===== src/rtl/hermes_pkg.sv =====
// Shared types for the Hermes routing arbiter: port indices,
// FSM and output-allocation states, and the XY routing helper.
package hermes_pkg;

    localparam int NPORT = 5;

    typedef enum logic [2:0] {
        EAST  = 3'd0,
        WEST  = 3'd1,
        NORTH = 3'd2,
        SOUTH = 3'd3,
        LOCAL = 3'd4
    } port_t;

    typedef enum logic [1:0] {
        FREE     = 2'd0,
        RESERVED = 2'd1,
        ACTIVE   = 2'd2
    } out_state_t;

    typedef enum logic [1:0] {
        IDLE      = 2'd0,
        ARBITRATE = 2'd1,
        ROUTE     = 2'd2,
        GRANT     = 2'd3
    } arb_state_t;

    function automatic logic [2:0] next_idx(input logic [2:0] i);
        return (i >= 3'd4) ? 3'd0 : i + 3'd1;
    endfunction

    function automatic port_t xy_route(
        input logic [7:0] tx,
        input logic [7:0] ty,
        input logic [7:0] lx,
        input logic [7:0] ly
    );
        port_t p;
        p = LOCAL;
        unique case (1'b1)
            (tx > lx):              p = EAST;
            (tx < lx):              p = WEST;
            (tx == lx && ty > ly):  p = NORTH;
            (tx == lx && ty < ly):  p = SOUTH;
            default:                p = LOCAL;
        endcase
        return p;
    endfunction

endpackage


===== src/rtl/hermes_rr_arbiter.sv =====
// Round-robin pick over the five input requesters, searching
// from ptr_i upward and wrapping LOCAL back to EAST.
module hermes_rr_arbiter
    import hermes_pkg::*;
(
    input  logic [NPORT-1:0] req_i,
    input  logic [2:0]       ptr_i,
    output logic [NPORT-1:0] gnt_o,
    output logic [2:0]       idx_o,
    output logic             valid_o
);

    logic [2:0] idx;
    logic       found;

    always_comb begin
        gnt_o = '0;
        idx_o = ptr_i;
        found = 1'b0;
        idx   = ptr_i;
        for (int k = 0; k < NPORT; k++) begin
            if (!found && req_i[idx]) begin
                found      = 1'b1;
                idx_o      = idx;
                gnt_o[idx] = 1'b1;
            end
            idx = next_idx(idx);
        end
        valid_o = found;
    end

endmodule


===== src/rtl/hermes_route_arbiter.sv =====
// Hermes router arbiter: round-robin selection, XY routing, output tracking.
// Optional grant/block counters when HERMES_ARB_STATS_EN is defined.
module hermes_route_arbiter
    import hermes_pkg::*;
#(
    parameter int          FLIT_SIZE = 32,
    parameter logic [15:0] ADDRESS   = 16'h0000
) (
    input  logic                            clk_i,
    input  logic                            rst_ni,
`ifdef HERMES_ARB_STATS_EN
    output logic [31:0]                     grant_cnt_o,
    output logic [31:0]                     block_cnt_o,
`endif
    input  logic [NPORT-1:0]                req_i,
    input  logic [NPORT-1:0][FLIT_SIZE-1:0] data_i,
    input  logic [NPORT-1:0]                sending_i,
    output logic [NPORT-1:0]                req_ack_o,
    output logic [NPORT-1:0]                out_busy_o,
    output logic [NPORT-1:0][2:0]           out_sel_o,
    output logic [NPORT-1:0][2:0]           in_sel_o,
    output logic [NPORT-1:0]                in_active_o
);

    localparam logic [7:0] LX = ADDRESS[15:8];
    localparam logic [7:0] LY = ADDRESS[7:0];

    arb_state_t                 state_q, state_d;
    logic [2:0]                 ptr_q, ptr_d;
    logic [2:0]                 sel_q, sel_d;
    logic [NPORT-1:0]           sel_oh_q, sel_oh_d;
    port_t                      tgt_q, tgt_d;
    logic [NPORT-1:0]           ack_q, ack_d;
    out_state_t [NPORT-1:0]     ost_q, ost_d;
    logic [NPORT-1:0][2:0]      out_sel_q, out_sel_d;
    logic [NPORT-1:0][2:0]      in_sel_q, in_sel_d;

    logic [NPORT-1:0]           act;
    logic [NPORT-1:0]           busy;
    logic [NPORT-1:0]           eligible;
    logic [NPORT-1:0]           rr_gnt;
    logic [2:0]                 rr_idx;
    logic                       rr_valid;
    logic [FLIT_SIZE-1:0]       hdr;
    port_t                      route;
    logic                       do_block;
    logic                       unused_hdr;

    // An input is connected while any allocated output points at it.
    always_comb begin
        act  = '0;
        busy = '0;
        for (int o = 0; o < NPORT; o++) begin
            if (ost_q[o] != FREE) begin
                busy[o]           = 1'b1;
                act[out_sel_q[o]] = 1'b1;
            end
        end
    end

    assign eligible   = req_i & ~act;
    assign hdr        = data_i[sel_q];
    assign unused_hdr = ^hdr[FLIT_SIZE-1:16];
    assign route      = xy_route(hdr[15:8], hdr[7:0], LX, LY);
    assign do_block   = (state_q == ROUTE) && req_i[sel_q]
                      && (ost_q[route] != FREE);

    hermes_rr_arbiter u_rr (
        .req_i   (eligible),
        .ptr_i   (ptr_q),
        .gnt_o   (rr_gnt),
        .idx_o   (rr_idx),
        .valid_o (rr_valid)
    );

    always_comb begin
        state_d   = state_q;
        ptr_d     = ptr_q;
        sel_d     = sel_q;
        sel_oh_d  = sel_oh_q;
        tgt_d     = tgt_q;
        ack_d     = '0;
        ost_d     = ost_q;
        out_sel_d = out_sel_q;
        in_sel_d  = in_sel_q;

        // Reserved outputs wait for the buffer to start sending.
        for (int o = 0; o < NPORT; o++) begin
            unique case (ost_q[o])
                FREE: ;
                RESERVED: begin
                    if (sending_i[out_sel_q[o]]) ost_d[o] = ACTIVE;
                end
                ACTIVE: begin
                    if (!sending_i[out_sel_q[o]]) ost_d[o] = FREE;
                end
                default: ost_d[o] = FREE;
            endcase
        end

        unique case (state_q)
            IDLE: begin
                if (|eligible) state_d = ARBITRATE;
            end
            ARBITRATE: begin
                if (rr_valid) begin
                    sel_d    = rr_idx;
                    sel_oh_d = rr_gnt;
                    ptr_d    = next_idx(rr_idx);
                    state_d  = ROUTE;
                end else begin
                    state_d  = IDLE;
                end
            end
            ROUTE: begin
                tgt_d = route;
                if (!req_i[sel_q] || do_block) begin
                    state_d = IDLE;
                end else begin
                    state_d = GRANT;
                end
            end
            GRANT: begin
                ack_d            = sel_oh_q;
                ost_d[tgt_q]     = RESERVED;
                out_sel_d[tgt_q] = sel_q;
                in_sel_d[sel_q]  = tgt_q;
                state_d          = IDLE;
            end
            default: state_d = IDLE;
        endcase
    end

    always_ff @(posedge clk_i or negedge rst_ni) begin
        if (!rst_ni) begin
            state_q   <= IDLE;
            ptr_q     <= '0;
            sel_q     <= '0;
            sel_oh_q  <= '0;
            tgt_q     <= EAST;
            ack_q     <= '0;
            out_sel_q <= '0;
            in_sel_q  <= '0;
            for (int o = 0; o < NPORT; o++) ost_q[o] <= FREE;
        end else begin
            state_q   <= state_d;
            ptr_q     <= ptr_d;
            sel_q     <= sel_d;
            sel_oh_q  <= sel_oh_d;
            tgt_q     <= tgt_d;
            ack_q     <= ack_d;
            out_sel_q <= out_sel_d;
            in_sel_q  <= in_sel_d;
            ost_q     <= ost_d;
        end
    end

    assign req_ack_o   = ack_q;
    assign out_busy_o  = busy;
    assign out_sel_o   = out_sel_q;
    assign in_sel_o    = in_sel_q;
    assign in_active_o = act;

`ifdef HERMES_ARB_STATS_EN
    logic [31:0] grant_cnt_q, grant_cnt_d;
    logic [31:0] block_cnt_q, block_cnt_d;

    always_comb begin
        grant_cnt_d = grant_cnt_q;
        block_cnt_d = block_cnt_q;
        if (state_q == GRANT) grant_cnt_d = grant_cnt_q + 32'd1;
        if (do_block)         block_cnt_d = block_cnt_q + 32'd1;
    end

    always_ff @(posedge clk_i or negedge rst_ni) begin
        if (!rst_ni) begin
            grant_cnt_q <= '0;
            block_cnt_q <= '0;
        end else begin
            grant_cnt_q <= grant_cnt_d;
            block_cnt_q <= block_cnt_d;
        end
    end

    assign grant_cnt_o = grant_cnt_q;
    assign block_cnt_o = block_cnt_q;
`endif

endmodule

===== config.mk =====
export PLATFORM = sky130hd
export DESIGN_NAME = hermes_route_arbiter
export DESIGN_NICKNAME = d
export VERILOG_FILES = /design/src/rtl/hermes_pkg.sv /design/src/rtl/hermes_rr_arbiter.sv /design/src/rtl/hermes_route_arbiter.sv
export SDC_FILE = /design/constraint.sdc
export NUM_CORES = 1
export LEC_CHECK = 0
export CAP_MARGIN = 5
export CORE_MARGIN = 5
export CORE_UTILIZATION = 50
export DETAILED_ROUTE_END_ITERATION = 8
export DONT_BUFFER_PORTS = 1
export GPL_TIMING_DRIVEN = 0
export RECOVER_POWER = 100
export SYNTH_ARGS = -nofsm -noshare
export SYNTH_HDL_FRONTEND = slang
export SYNTH_SLANG_ARGS = --single-unit

===== constraint.sdc =====
create_clock -name clk_i -period 6.5 [get_ports clk_i]
set_input_delay 0.65 -clock clk_i [delete_from_list [all_inputs] [get_ports clk_i]]
set_output_delay 0.65 -clock clk_i [all_outputs]
set_load 0.02 [all_outputs]

Word level (Yosys, flattened, before mapping)
Cells that the tools add are included.
{ "op_classes": {"n_mux": 105, "bitwise_logic": 13, "addsub": 5, "order_cmp": 34, "reduce_logical": 41, "n_eq_ne": 14} }
{ "ops": {"columns": ["operator", "n"], "rows": [
  ["$bmux W32 S3", 1],
  ["$mux W5", 11],
  ["$lt A3 B4 Y1 const B", 13],
  ["$or A5 B5 Y5", 9],
  ["$ge A3 B1 Y1 const B", 12],
  ["$bmux W1 S3", 11],
  ["$mux W3", 11],
  ["$mux W1", 31],
  ["$bwmux W15", 2],
  ["$demux W1 S3", 10],
  ["$mux W2", 15],
  ["$pmux W2 S3", 5],
  ["$logic_and A1 B1 Y1", 20],
  ["$demux W3 S3", 2],
  ["$gt A8 B1 Y1 const B", 2],
  ["$lt A8 B1 Y1 const B", 2],
  ["$mux W16", 1],
  ["$add A3 B1 Y3 const B", 5],
  ["$ge A3 B3 Y1 const B", 5],
  ["$eq A2 B2 Y1 const B", 7],
  ["$eq A2 B1 Y1 const B", 6],
  ["$logic_not A2 Y1", 6],
  ["$pmux W3 S4", 1],
  ["$reduce_bool A2 Y1", 6],
  ["other kinds (12)", 18]
]} }
{ "word_totals": {"register_bits": 61, "output_inout_bits": 45, "input_bits": 172, "word_cells": 233} }

Logic depth before layout (Yosys ltp)
Gate-level depths: netlist of run 1.
{ "depth": {"ltp_word": 32, "depth_mapped": 21, "depth_no_buf": 19} }

Modules after synthesis
Synthesis of run 1 repeated with hierarchy kept, for this count alone.
{ "hier_totals": {"hier_cells": 410, "hier_area_um2": 3447.1} }
{ "modules_own_cells": {"columns": ["mod", "seq_area_each_um2", "cells_per_inst", "area_per_inst_um2", "instances"], "rows": [
  ["hermes_route_arbiter", 1126.1, 272, 2595.0, 1],
  ["hermes_rr_arbiter", 0.0, 138, 852.1, 1]
]} }

Least setup slack after synthesis of run 1
Ideal clock, no wire load.
{ "synth_timing": {"kind": "register to register", "start": "register ptr_q[1]", "end": "register ptr_q[2]", "slack_ns": 2.065, "setup_time_ns": 0.127, "n_path_buf": 2, "path_stages_with_launch": 22, "required_ns": 6.373, "period_less_slack_ns": 4.435, "arrival_time_ns": 4.308, "cell_sequence": "dfrtp_1 clkbuf_1 inv_1 ha_1 nand2b_1 inv_1 ha_1 and2_1 ha_1 nand2_1 inv_1 ha_1 nor4_1 a22oi_1 and3_1 and4_1 buf_2 a41oi_1 a22oi_1 ha_1 ha_1 mux2_1"} }
{ "synth_via": {"elab_chain_cells": 17, "word_cells_on_any_way": 43, "cone_classes": "add/sub (5); order compare (5); mux (24); reduce/logical (9)"} }
{ "synth_lines": {"columns": ["item", "line", "text"], "rows": [
  ["start, declared", "hermes_route_arbiter.sv:29", "logic [2:0] ptr_q, ptr_d;"],
  ["start signal, assigned", "hermes_route_arbiter.sv:147", "ptr_q <= ptr_d;"],
  ["parallel branches: the longest is 14 deep, another holds $add A3 B1 Y3", null, null],
  ["$mux W3 (*)", "hermes_rr_arbiter.sv:22", "if (!found && req_i[idx]) begin"],
  ["named net rr_idx[1]", "hermes_route_arbiter.sv:42", "logic [2:0] rr_idx;"],
  ["$add A3 B1 Y3 or $ge A3 B3 Y1 (tied branches)", "hermes_pkg.sv:29", "return (i >= 3'd4) ? 3'd0 : i + 3'd1;"],
  ["$mux W3 (*)", "hermes_pkg.sv:29", null]
]} }
Mark *: on every way through the listed nets, which the timed path passes. The select of a mux whose other input is x is not followed.
A chain may end at the register's enable or synchronous reset.

Worst setup path after layout of run 1
{ "layout_timing": {"start": "register ptr_q[1]", "end": "register ptr_q[2]"} }
{ "layout_via": {"elab_chain_cells": 17, "word_cells_on_any_way": 43, "cone_classes": "add/sub (5); order compare (5); mux (24); reduce/logical (9)"} }
{ "layout_lines": {"columns": ["item"], "rows": [
  ["parallel branches: the longest is 17 deep, another holds $add A3 B1 Y3"]
]} }
Parallel ways; which one is timed is not known. The select of a mux whose other input is x is not followed.

==> results.md, run 1 <==
- Status: complete, no violations
- Worst reg2reg path depth: 20
- Post-CTS setup buffer count: 0
- Vias per cell: 6.401
- Kind of critical path: reg -> reg
- Synth Area in Adders: 0.02475
- Worst R2R End: ptr_q[2]
- Most used routing layer: met2
- XOR/XNOR share of the synthesized area: 0.007426
- Max Transition Viols Final: 0
- Number of synthesized flops with an enable pin: 0
- Syn_area_per_cell: 9.027 um^2
- Tmin final: 5.665 ns
- Initial core utilization: 0.5179
- Yosys warnings: 0
- Total negative slack: 0 ns
- Die Ht: 94.13 um
- Sink Count: 45
- Gr usage total: 0.2574
- Worst-skew pair later-pin latency: 0.30 ns
- Die ar.: 8860 um^2
- Worst Skew: 0.009925 ns
- Clk root buf: clkbuf_8
- Nets: 590
- Placer Congestion: 0.9197
- Largest family of logic cells by synthesized area: simple AND/OR/NAND/NOR gates
- Largest net degree at the start of global routing: 46
- Post-Syn Area: 3538 um^2
- Post-DP HPWL: 8772 um
- Global route overflow: 0
- Initial antenna violation count: 1
- Cell variety after synth: 76
- Worst EP arrival: 5.85 ns
- Main flop type after synthesis: dfrtp_1
- R2R setup slack: 0.83 ns
- Post_cts resized: 0
- Tcrit/Tclk final: 0.8715
- Simple-gate portion of the synthesized area: 0.2694
- Worst Hold Class: in -> async
- Peak VDD IR: 289.4 uV
- Max-capacitance violation count: 0
- Post-Syn Instances: 392
- Critical path origin: ptr_q[1]
- Detailed-route via count: 3258
- Register area: 1126 um^2
- Vias in the first global route: 3229
- Mux contribution to synthesized area: 0.1057
- Reg2reg start: ptr_q[1]
- Share of cells above drive strength 1: 0.1845
- Relative slew slack: 0.3124
- Pre-Repair DR Iteration Count: 5
- Setup-failing EPs final: 0
- Port bufs: 0
- Detailed-route DRC error count: 0
- Ranking of synthesized cells by area: dfrtp_1 (32%), mux2_2 (7.6%), nand2_1 (3.5%)
- Setup crit end kind: flop
- Row Count: 30
- Die Width: 94.13 um
- Cell Count, Final, Fillers Out: 509
- Req. time, crit path: 6.69 ns
- Global-route wire length before repair: 17570 um
- Final core utilization: 0.5557
- Reg clk slew, reported paths: 0.09 ns
- Hold buffer count at cts: 0
- Asr flop ratio synth: 1.000
- CP Max Fanout: 10
- Fmax: 176.5 MHz
- Antenna Nets Post-Route: 0
- Core ar.: 6832 um^2
- Clk buf depth: 2
- H-tree depth: 2
- Synth Register Bits: 45
- Routing usage on met1: 0.3493
- Startpoint types: flop
- DP Cell Count: 500
- TritonCTS clock tree: yes
- Seq/Total Area, Yosys: 0.3182
- Fill count: 648
- Synth Area in Compound Gates: 0.2019
- Met2 Usage GRT: 0.4033
- Multi-input logic area: 2186 um^2
- Synth area leader: dfrtp_1
- Final WL: 11110 um
- Num ports: 217
- Pwr Density: 672.6 nW/um^2
- Worst slew pin tran: 1.020 ns
- Yosys top cell area share: 0.3182
- Synth-to-layout area growth: 7.284%
- DR iter-0 viols: 312
- Total CTS buffers: 5
- Met3 GRT Util: 0.07292
- RSZ-0062 raised after global routing: no
- Routed wire length per instance: 21.83 um
- Leakage power: 1.643 nW
- Final hold violations: 0
==> area by class of cell <==
| cell class | instances | area share |
|---|---|---|
| antenna | 1 | 0.0006592 |
| buffer | 34 | 0.04911 |
| clock buffer | 7 | 0.02274 |
| clock inverter | 1 | 0.007910 |
| inverter | 15 | 0.01549 |
| multi-input combinational | 310 | 0.5758 |
| sequential | 45 | 0.2966 |
| tap | 96 | 0.03164 |
==> stage by stage <==
stage                     setup slack [ns]  hold WS, ns  total power, mW  instance area (um^2)
after floorplan                      2.065       0.3544            1.883                  3583
after global placement              0.9109       0.3569            2.336                  3704
after detailed placement            0.9492       0.3569            2.337                  3704
after CTS                           0.9173      0.02757            2.568                  3820
after global routing                0.4963      0.01703            2.766                  3796
final                               0.8350      0.03527            2.553                  3796
==> placed cells by master (no fill, tap or decap), types with 3 or more instances in the layout <==
| master | n |
|---|---|
| dfrtp_1 | 45 |
| o22ai_1 | 4 |
| ha_1 | 7 |
| a32oi_1 | 3 |
| nand3b_1 | 3 |
| o21ai_0 | 9 |
| nor3b_1 | 3 |
| a311oi_1 | 5 |
| mux2_2 | 24 |
| o211ai_1 | 4 |
| inv_1 | 13 |
| conb_1 | 13 |
| nand2_1 | 33 |
| nand2b_1 | 7 |
| o31ai_1 | 9 |
| a31oi_1 | 6 |
| nor2b_1 | 4 |
| buf_4 | 13 |
| a21oi_1 | 6 |
| nor2_1 | 20 |
| clkbuf_8 | 6 |
| and3_1 | 11 |
| nor3_1 | 15 |
| mux2i_1 | 7 |
| or4_1 | 7 |
| nand4_1 | 7 |
| buf_2 | 8 |
| nand3_1 | 22 |
| a311oi_2 | 3 |
| clkbuf_1 | 14 |
| nor4_1 | 18 |
| o31a_1 | 4 |
| or3_1 | 4 |
| or2_0 | 3 |
==> synthesized netlist by cell type (5+ instances only) <==
library cell  count
nand2b_1          7
inv_1            13
o21ai_0           9
clkbuf_1         12
o31ai_1           9
dfrtp_1          45
a311oi_1          5
nand3_1          22
mux2i_1           7
buf_2             8
and3_1           11
a21oi_1           6
or4_1             7
nor3_1           15
nand2_1          33
ha_1              7
nor2_1           20
a31oi_1           6
nor4_1           18
buf_4            13
mux2_2           24
nand4_1           7
==> worst max path at each step <==
| stage | slack [ns] | end | cells after the start |
|---|---|---|---|
| after global routing | 0.50 | sel_oh_q[0] | 18 |
| after global placement | 0.91 | ptr_q[2] | 20 |
| final | 0.83 | ptr_q[2] | 20 |
| after CTS | 0.92 | ptr_q[2] | 20 |
| after detailed placement | 0.95 | ptr_q[2] | 20 |
| after floorplan | 2.06 | ptr_q[2] | 21 |
==> logic make-up after synthesis <==
logic type      count (synthesis)
flops                          45
compound gates                 84
simple gates                  170
buf+inv                        49
fa+ha+maj                       7
other cells                     1
xor+xnor                        3
mux                            33
==> flip-flops by register name, summed over array words and instances (netlist names) <==
name       cells
ptr_q          3
sel_oh_q       5
ost_q          6
tgt_q          2
req_ack_o      5
state_q        2
in_sel_o      10
sel_q          3
out_sel_o      9
==> power by group <==
part / total (mW) / internal, mW / switching, mW / leakage, nW
combinational: 1.79 / 0.660 / 1.13 / 0.988
clock: 0.220 / 0.125 / 0.0943 / 0.0585
sequential: 0.540 / 0.383 / 0.157 / 0.596
total: 2.55 / 1.17 / 1.39 / 1.64
==> metal layers <==
layer  wire, um  part of all wire
met1       4803              0.43
met2       4908              0.44
met3       1218              0.11
met4        183             0.016
met5          0                 0
==> worst max-delay path: stages (launching register included) <==
cell      delay [ns]
dfrtp_1         0.35
clkbuf_1        0.31
inv_1           0.15
ha_1            0.34
nand2b_1        0.24
inv_1           0.10
ha_1            0.35
and2_0          0.27
ha_1            0.32
nand2_1         0.17
inv_1           0.11
ha_1            0.34
nor4_1          0.54
a22oi_1         0.17
and3_1          0.26
and4_1          0.22
buf_2           0.17
o31ai_2         0.56
inv_1           0.10
ha_1            0.21
mux2_1          0.27
(Power assumes the default switching activity.)
==> run 2: changes to the inputs <==
--- a/config.mk
+++ b/config.mk
@@ -7,7 +7,7 @@
 export LEC_CHECK = 0
 export CAP_MARGIN = 5
 export CORE_MARGIN = 5
-export CORE_UTILIZATION = 50
+export CORE_UTILIZATION = 40
 export DETAILED_ROUTE_END_ITERATION = 8
 export DONT_BUFFER_PORTS = 1
 export GPL_TIMING_DRIVEN = 0
==> constraint.sdc (replaced) <==
create_clock -name clk_i -period 6.55 [get_ports clk_i]
set_input_delay 0.655 -clock clk_i [delete_from_list [all_inputs] [get_ports clk_i]]
set_output_delay 0.655 -clock clk_i [all_outputs]
set_load 0.02 [all_outputs]
==> run 2 against run 1 <==
Against the previous run: the run now ends with capacitance limit, slew limit left; global-route usage down 6.0 points; via count up 0.95%; cell count up 2.2%; utilization down 12 points; total power down 4.7%; maximum frequency down 0.24%; setup slack better by 0.037 ns; clock skew down 0.0046 ns; sequential power down 2%; critical endpoint is now sel_q[1].
==> results.md, run 2 (synthesis gave the netlist of run 1 again) <==
- Worst R2R End: sel_q[1] (was ptr_q[2])
- Gr usage total: 0.1973 (was 0.2574)
- Die Ht: 104.1 um (was 94.13 um)
- Worst reg2reg path depth: 16 (was 20)
- DR iter-0 viols: 190 (was 312)
- CP Max Fanout: 8 (was 10)
- Tcrit/Tclk final: 0.8669 (was 0.8715)
- Share of cells above drive strength 1: 0.1845 (unchanged)
- Commonest cells after routing, fill and taps aside: dfrtp_1 (45), nand2_1 (33), mux2_2 (23) (was dfrtp_1 (45), nand2_1 (33), mux2_2 (24))
- Initial core utilization: 0.4077 (was 0.5179)
- Worst Skew: 0.005344 ns (was 0.009925 ns)
- Detailed-route DRC error count: 0 (unchanged)
- Max-capacitance violation count: 1 (was 0)
- Cell Area, Placed: 3719 um^2 (was 3704 um^2)
- H-tree depth: 2 (unchanged)
- Hold buffer count at cts: 0 (unchanged)
- Cell Count, Final, Fillers Out: 520 (was 509)
- Antenna Nets Post-Route: 0 (unchanged)
- Reg clk slew, reported paths: 0.09 ns (about the same)
- Peak VDD IR: 232.5 uV (was 289.4 uV)
- Routed met3 length: 686 um (was 1218 um)
- Clk buf depth: 2 (unchanged)
- Detailed-route via count: 3289 (was 3258)
- Tmin final: 5.678 ns (was 5.665 ns)
- Max Transition Viols Final: 9 (was 0)
- Metal2 WL: 5910 um (was 4908 um)
- Worst-skew pair later-pin latency: 0.30 ns (about the same)
- Post-DP HPWL: 8806 um (was 8772 um)
- Final hold slack: 0.03401 ns (was 0.03527 ns)
- Initial antenna violation count: 0 (was 1)
- Final total power: 2.433 mW (was 2.553 mW)
- DP Cell Count: 512 (was 500)
- Setup crit end kind: flop (unchanged)
- Fmax: 176.1 MHz (was 176.5 MHz)
- Vias per cell: 6.325 (was 6.401)
- Num ports: 217 (unchanged)
- Setup-failing EPs final: 0 (unchanged)
- Pwr Density: 643.3 nW/um^2 (was 672.6 nW/um^2)
- Total CTS buffers: 5 (unchanged)
- Clk root buf: clkbuf_8 (unchanged)
- Routed wire length per instance: 21.21 um (was 21.83 um)
- Highest metal used: met4 (unchanged)
- ANT cells: 0 (was 1)
- Reg2reg start: ptr_q[1] (unchanged)
- Post-Route M1 WL: 4183 um (was 4803 um)
- Fill count: 907 (was 648)
- RSZ-0062 raised after global routing: no (unchanged)
- Core ar.: 8678 um^2 (was 6832 um^2)
- Vias in the first global route: 3274 (was 3229)
- Failing checks: capacitance limit, slew limit
- Placer Congestion: 0.9045 (was 0.9197)
- Req. time, crit path: 6.74 ns (was 6.69 ns)
- Port bufs: 0 (unchanged)
- Row Count: 34 (was 30)
- Global-route wire length before repair: 17640 um (was 17570 um)
- Startpoint types: flop (unchanged)
- Final WL: 11030 um (was 11110 um)
- Worst slew pin tran: 1.719 ns (was 1.020 ns)
- Post_cts resized: 0 (unchanged)
- Leakage power: 1.632 nW (was 1.643 nW)
- Global route overflow: 0 (unchanged)
- Relative slew slack: -0.1612 (was 0.3124)
- Final setup margin: 0.8715 ns (was 0.8350 ns)
- Kind of critical path: reg -> reg (unchanged)
- Final instance area: 3782 um^2 (was 3796 um^2)
- Status: finished, violations left (was complete, no violations)
- Worst Hold Class: in -> async (unchanged)
- R2R setup slack: 0.87 ns (was 0.83 ns)
- Synth-to-layout area growth: 6.895% (was 7.284%)
- TritonCTS clock tree: yes (unchanged)
- Pre-CTS setup slack: 1.351 ns (was 0.9492 ns)
- Die Width: 104.1 um (was 94.13 um)
- Worst EP arrival: 5.87 ns (was 5.85 ns)
- Nets: 590 (unchanged)
- Total negative slack: 0 ns (unchanged)
- Pre-Repair DR Iteration Count: 4 (was 5)
- Post-CTS setup buffer count: 0 (unchanged)
- Commonest non-fill, non-tap cell in the layout: dfrtp_1 (unchanged)
- Final hold violations: 0 (unchanged)
- Die ar.: 10830 um^2 (was 8860 um^2)
- Final core utilization: 0.4358 (was 0.5557)
- Largest net degree at the start of global routing: 46 (unchanged)
- Sink Count: 45 (unchanged)
- Max reg flops: 10 (unchanged)
## run 2: how the worst max path moves through the flow
| stage | start | to | slack (ns) | cells after the start |
|---|---|---|---|---|
| finish | ptr_q[1] | sel_q[1] | 0.87 | 16 |
| global route | ptr_q[1] | sel_q[1] | 0.47 | 16 |
| CTS | ptr_q[1] | ptr_q[2] | 1.33 | 20 |
| detailed placement | ptr_q[1] | ptr_q[2] | 1.35 | 20 |
| global placement | ptr_q[1] | ptr_q[2] | 1.36 | 20 |
| floorplan | ptr_q[1] | ptr_q[2] | 2.11 | 21 |
## run 2: final cells by class
cell class,instances,area [um^2],area share
Inverter,15,58.81,0.01555
Buffer,34,193.9,0.05127
Multi-Input combinational cell,310,2178,0.5759
Clock inverter,3,21.27,0.005624
Clock buffer,5,68.82,0.01819
Sequential cell,45,1126,0.2977
Tap cell,108,135.1,0.03573
## run 2: routing by layer
| metal | up-vias | global-route usage |
|---|---|---|
| li1 | 1514 | - |
| met1 | 1576 | 0.2314 |
| met2 | 183 | 0.3707 |
| met3 | 16 | 0.02173 |
| met4 | 0 | 0.06383 |
| met5 | - | 0 |
## run 2: worst max-delay path, stage by stage (launching register included)
cell and delay (ns):
dfrtp_1 0.35, clkbuf_1 0.30, inv_1 0.14, ha_1 0.34, nand2b_1 0.22, inv_1 0.10, ha_1 0.36, and2_0 0.27
ha_1 0.31, nand2_1 0.15, inv_1 0.09, ha_1 0.35, nor3b_1 0.42, o211ai_1 0.16, and3_1 0.20, o41ai_1 1.35
mux2_2 0.45
## run 2: report_power, final
group          total (mW)  switching [mW]  internal, mW  leakage, nW
logic                1.73            1.07         0.657        0.991
registers           0.527           0.147         0.380        0.596
clock network       0.176           0.100        0.0758       0.0445
total                2.43            1.32          1.11         1.63
